[src/rtl/sort_net_pipe.sv]
// sort_net_pipe: fully pipelined Batcher odd-even merge sorter, one register stage per layer.
// Optional macro SORT_TAG_EN carries original-index tags, adds out_tag and breaks key ties by index.

module sort_net_pipe #(
  parameter int WIDTH = 16,
  parameter int LOG2N = 3
) (
  input  logic                      clk,
  input  logic                      rst_n,
  input  logic                      in_valid,
  output logic                      in_ready,
  input  logic                      in_desc,
  input  logic [(WIDTH<<LOG2N)-1:0] in_data,
  output logic                      out_valid,
  input  logic                      out_ready,
`ifdef SORT_TAG_EN
  output logic [(LOG2N<<LOG2N)-1:0] out_tag,
`endif
  output logic [(WIDTH<<LOG2N)-1:0] out_data
);

  localparam int N = 1 << LOG2N;
  localparam int S = LOG2N * (LOG2N + 1) / 2;

  // Layers enumerate the classic (p, k) loop nest of the odd-even merge sort.
  function automatic int layerP(input int layer);
    int cnt;
    int res;
    cnt = 0;
    res = 1;
    for (int p = 1; p < N; p = p * 2)
      for (int k = p; k >= 1; k = k / 2) begin
        if (cnt == layer) res = p;
        cnt++;
      end
    return res;
  endfunction

  function automatic int layerK(input int layer);
    int cnt;
    int res;
    cnt = 0;
    res = 1;
    for (int p = 1; p < N; p = p * 2)
      for (int k = p; k >= 1; k = k / 2) begin
        if (cnt == layer) res = k;
        cnt++;
      end
    return res;
  endfunction

  function automatic bit isLow(input int layer, input int a);
    int p;
    int k;
    int off;
    p   = layerP(layer);
    k   = layerK(layer);
    off = k % p;
    return (a >= off) && (((a - off) % (2 * k)) < k) && (a + k < N) &&
           ((a / (2 * p)) == ((a + k) / (2 * p)));
  endfunction

  logic [WIDTH-1:0] keyReg  [0:S][0:N-1];
  logic [WIDTH-1:0] keyNext [0:S-1][0:N-1];
  logic             validReg[0:S];
  logic             descReg [0:S];
`ifdef SORT_TAG_EN
  logic [LOG2N-1:0] tagReg  [0:S][0:N-1];
  logic [LOG2N-1:0] tagNext [0:S-1][0:N-1];
`endif
  logic             advance;

  assign advance   = ~validReg[S] | out_ready;
  assign in_ready  = advance;
  assign out_valid = validReg[S];

  // Each low slot owns its comparator and drives both of its outputs; untouched slots pass through.
  for (genvar s = 0; s < S; s++) begin : gLayer
    localparam int K = layerK(s);
    for (genvar a = 0; a < N; a++) begin : gSlot
      if (isLow(s, a)) begin : gLo
        logic keyGt;
        logic keyLt;
        logic tieSwap;
        logic swap;
        assign keyGt = keyReg[s][a] > keyReg[s][a+K];
        assign keyLt = keyReg[s][a] < keyReg[s][a+K];
`ifdef SORT_TAG_EN
        assign tieSwap = (keyReg[s][a] == keyReg[s][a+K]) && (tagReg[s][a] > tagReg[s][a+K]);
        assign tagNext[s][a]   = swap ? tagReg[s][a+K] : tagReg[s][a];
        assign tagNext[s][a+K] = swap ? tagReg[s][a]   : tagReg[s][a+K];
`else
        assign tieSwap = 1'b0;
`endif
        assign swap = (descReg[s] ? keyLt : keyGt) | tieSwap;
        assign keyNext[s][a]   = swap ? keyReg[s][a+K] : keyReg[s][a];
        assign keyNext[s][a+K] = swap ? keyReg[s][a]   : keyReg[s][a+K];
      end else if (!(a >= K && isLow(s, a - K))) begin : gPass
        assign keyNext[s][a] = keyReg[s][a];
`ifdef SORT_TAG_EN
        assign tagNext[s][a] = tagReg[s][a];
`endif
      end
    end
  end

  // Global stall: the whole pipe either shifts one stage or holds.
  always_ff @(posedge clk or negedge rst_n) begin
    if (!rst_n) begin
      for (int s = 0; s <= S; s++) begin
        validReg[s] <= 1'b0;
        descReg[s]  <= 1'b0;
        for (int a = 0; a < N; a++) begin
          keyReg[s][a] <= '0;
`ifdef SORT_TAG_EN
          tagReg[s][a] <= '0;
`endif
        end
      end
    end else if (advance) begin
      validReg[0] <= in_valid;
      descReg[0]  <= in_desc;
      for (int a = 0; a < N; a++) begin
        keyReg[0][a] <= in_data[a*WIDTH +: WIDTH];
`ifdef SORT_TAG_EN
        tagReg[0][a] <= LOG2N'(a);
`endif
      end
      for (int s = 1; s <= S; s++) begin
        validReg[s] <= validReg[s-1];
        descReg[s]  <= descReg[s-1];
        for (int a = 0; a < N; a++) begin
          keyReg[s][a] <= keyNext[s-1][a];
`ifdef SORT_TAG_EN
          tagReg[s][a] <= tagNext[s-1][a];
`endif
        end
      end
    end
  end

  for (genvar a = 0; a < N; a++) begin : gOut
    assign out_data[a*WIDTH +: WIDTH] = keyReg[S][a];
`ifdef SORT_TAG_EN
    assign out_tag[a*LOG2N +: LOG2N] = tagReg[S][a];
`endif
  end

endmodule

[config.mk]
export PLATFORM = sky130hd
export DESIGN_NAME = sort_net_pipe
export DESIGN_NICKNAME = d
export VERILOG_FILES = /design/src/rtl/sort_net_pipe.sv
export SDC_FILE = /design/constraint.sdc
export NUM_CORES = 2
export LEC_CHECK = 0
export BUFFER_PORTS_ARGS = -buffer_cell sky130_fd_sc_hd__clkbuf_2
export CAP_MARGIN = 40
export CORE_MARGIN = 8
export CORE_UTILIZATION = 40
export DETAILED_ROUTE_END_ITERATION = 6
export SETUP_SLACK_MARGIN = 0.15
export SYNTH_ARGS = -nofsm -noshare
export SYNTH_HDL_FRONTEND = slang
export SYNTH_SLANG_ARGS = --single-unit
[constraint.sdc]
create_clock -name clk -period 2.25 [get_ports clk]
set_input_delay 0.225 -clock clk [delete_from_list [all_inputs] [get_ports clk]]
set_output_delay 0.225 -clock clk [all_outputs]
set_load 0.01 [all_outputs]
==> results.yml <==
yosys:
  syn-num-nets: 5924
  synthMuxAreaShare: 0.05465
  syn_inst: 5487
  postSynthAreaPerCell_um2: 9.251
  async_flop_share: 1.000
  ys_types: 62
  netlist_area_um2: 50760
  synth_fa_ha_area_frac: 0.07493
  ys_ff_latch: 909
  synth-simple-area-share: 0.1677
  synth_compound_area_frac: 0.1785
  yosysSeqAreaShare: 0.4481
  yosysWarnings: 0
  synth_top_family_by_area: "compound AO/OA/AOI/OAI gates"
  synth_flop_cell: "dfrtp_1"
  synthXorXnorAreaFrac: 0
  synth_edf_count: 0
global_routing:
  grt_antenna_before_repair: 4
  grt.total_usage: 0.2788
  grt_pass1_vias: 47470
  grt_pass1_wl_mm: 297.3
  grt_max_degree: 86
  grt_remaining_overflow: 0
placed_design:
  placed_cell_area_um2: 61160
  numPortBuffers: 262
  placed_cells: 7995
  place_ws_ps: -437.0
  post-dp-hpwl_mm: 138.2
  gp_congestion: 0.9309
timing:
  rsz0062_at_grt: "true"
  fin_crit_ps: 2652
  slew_violations: 0
  finalWorstSetupSlack_ps: -401.7
  tightest_slew_ps: 843.2
  hold_viol: 0
  fin_skew_ps: 28.84
  setup_viol: 607
  fmax_mhz: 377.1
  period_share: 1.179
  relSlewSlack: 0.4379
worst_setup_path:
  critPathRequiredTime_ps: 2890
  worstPathArrival_ps: 3290
  critPathBufInv: 4
  critical_path_class: "register to register"
  cp-start-kind: "register"
  startpoint: "keyReg[797]"
  cpLargestDelayFamily: "compound AO/OA/AOI/OAI gates"
  path_max_fanout: 4
  cp-end-kind: "register"
  r2r-start: "keyReg[797]"
  slowest_delay_ps: 420
  crit_chain: "ha_4 > nand4_1 > o41ai_2 > buf_4 > a31oi_4 > buf_8 > buf_12 > buf_16 > or3b_4 > a31oi_1"
  cpMaxStageDelayCell: "dfrtp_1"
drt:
  viasPerCell: 5.700
  dr.pass1.iters: 7
  routed_wl_mm: 206.0
  dr.first_iter.drc_count: 4801
  route.detailed.drc: 2
  drtAntennaViolNets: 0
  via_count: 49270
  routedWlPerCell_um: 23.83
die:
  coreArea_um2: 125700
  io_pins: 263
  dieArea_um2: 138600
  die_x_um: 372.2
  start_util: 0.4037
  die_h_um: 372.2
  rows: 130
power:
  ir_drop_mv: 1.062
  power.density_nw_per_um2: 2026
  total_power_mw: 151.4
  leakagePower_nw: 35.59
cts:
  cts_tree: "built"
  h-tree-depth: 3
  clk_pin_slew_ps: 60
  cts_root_buffer: "clkbuf_16"
  cts_buffers: 104
  cts_sinks: 909
  clock_latency_ps: 730
  cts_max_path_buffers: 3
job:
  max_cap_viol_count: 0
final_layout:
  layout_commonest_cell: "nand2_1"
  final_core_util: 0.5946
  final_cell_mix: "1162 x nand2_1, 1112 x buf_4, 900 x dfrtp_1"
  fin_nets: 7348
  drive_gt1_frac: 0.3493
  finalNonFillerCells: 8645
  fillers: 10140
  area_growth_pct: 47.27
  final_area_um2: 74760
outcome:
  failed_checks: "DRC, setup timing"
  status: "finished with violations"
hold_path:
  hold_path.class: "input port to asynchronous set/reset pin"
==> per-stage QoR <==
stage                     hold WS (ps)  setup TNS (ps)
after CTS                        52.37          -95940
after detailed placement         247.1         -112190
after floorplan                 -70.59          -10400
after global routing             89.95         -174400
after global placement           256.6         -102560
final                            87.32         -133290
==> final cells by class <==
type,instances,area [µm²],area share
timing repair buffer,1822,17240,0.2306
sequential,909,22760,0.3044
clock buffer,145,3049,0.04079
inverter,317,1206,0.01613
tap,1650,2064,0.02762
clock inverter,43,606.8,0.008118
antenna,2,5.005,0.00006695
multi-input combinational,3757,27820,0.3722
==> state kept, by name (all words and copies together), names as in the netlist <==
name	cells
descReg	6
validReg	6
out_data	128
keyNext	160
out_valid	1
keyReg	608
==> report_power, final <==
part	switching (mW)	internal (mW)
combinational	50.3	52.2
sequential	5.96	24.6
clock	7.33	11.0
==> metal layers <==
metal / up-vias / track usage / share of wire
li1: 22320 / - / -
met1: 24180 / 0.3687 / 0.41
met4: 2 / 0.1339 / 0.060
met2: 2223 / 0.4447 / 0.46
met5: - / 0 / 0.000073
met3: 546 / 0.04570 / 0.075
==> worst paths after layout <==
path	to	slack (ps)	cells after the start
max in group asynchronous	out_data[96]	1130	4
worst min-delay path	keyReg[820]	90	2
worst max register to register	keyReg[671]	-400	10
worst min register to register	validReg[1]	460	2
worst max-delay path	keyReg[671]	-400	10
min in group clk	out_data[14]	130	6
==> cell families (layout without fill, tap and decap cells) <==
| group | Yosys count | count (layout) |
|---|---|---|
| flip-flops | 909 | 909 |
| other | 0 | 2 |
| AO/OA/AOI/OAI | 1275 | 1275 |
| multiplexers | 274 | 280 |
| buffers and inverters | 831 | 2327 |
| AND/OR/NAND/NOR | 1894 | 1898 |
| adder cells (fa/ha/maj) | 304 | 304 |
==> cells in the mapped netlist (all sizes together), types with 2 or more instances <==
library cell | count | share of area
nand4 | 71 | 0.0090
nor4 | 9 | 0.0014
clkbuf | 278 | 0.021
and2 | 53 | 0.0065
o311ai | 2 | 0.00064
or2 | 2 | 0.00025
nor3 | 11 | 0.0014
mux2i | 255 | 0.050
a21oi | 136 | 0.014
a41o | 6 | 0.0012
a2111o | 13 | 0.0029
o211a | 24 | 0.0047
a221o | 335 | 0.066
nand3 | 23 | 0.0023
nor2b | 18 | 0.0022
o21a | 13 | 0.0019
nand2b | 3 | 0.00037
o41ai | 7 | 0.0012
or3 | 114 | 0.014
nor2 | 266 | 0.020
a21o | 17 | 0.0025
buf | 236 | 0.032
inv | 316 | 0.023
ha | 304 | 0.075
a211oi | 37 | 0.0056
o21ai | 393 | 0.039
a311oi | 2 | 0.0010
or4 | 4 | 0.00059
nand2 | 1194 | 0.088
o221ai | 17 | 0.0029
or3b | 112 | 0.019
and4 | 8 | 0.0014
o211ai | 35 | 0.0052
a31oi | 232 | 0.029
mux2 | 19 | 0.0044
dfrtp | 909 | 0.45
o311a | 2 | 0.00039
a211o | 2 | 0.00035
and3 | 5 | 0.00062
==> repair_timing <==
action	CTS	global route
resized for setup	441	461
cloned	92	31
endpoints found under the setup margin	609	650
buffers inserted	109	97
pin swaps	284	372
endpoints found under the hold margin	318	0
hold buffers	131	0
Power figures use the tool's default switching activity.
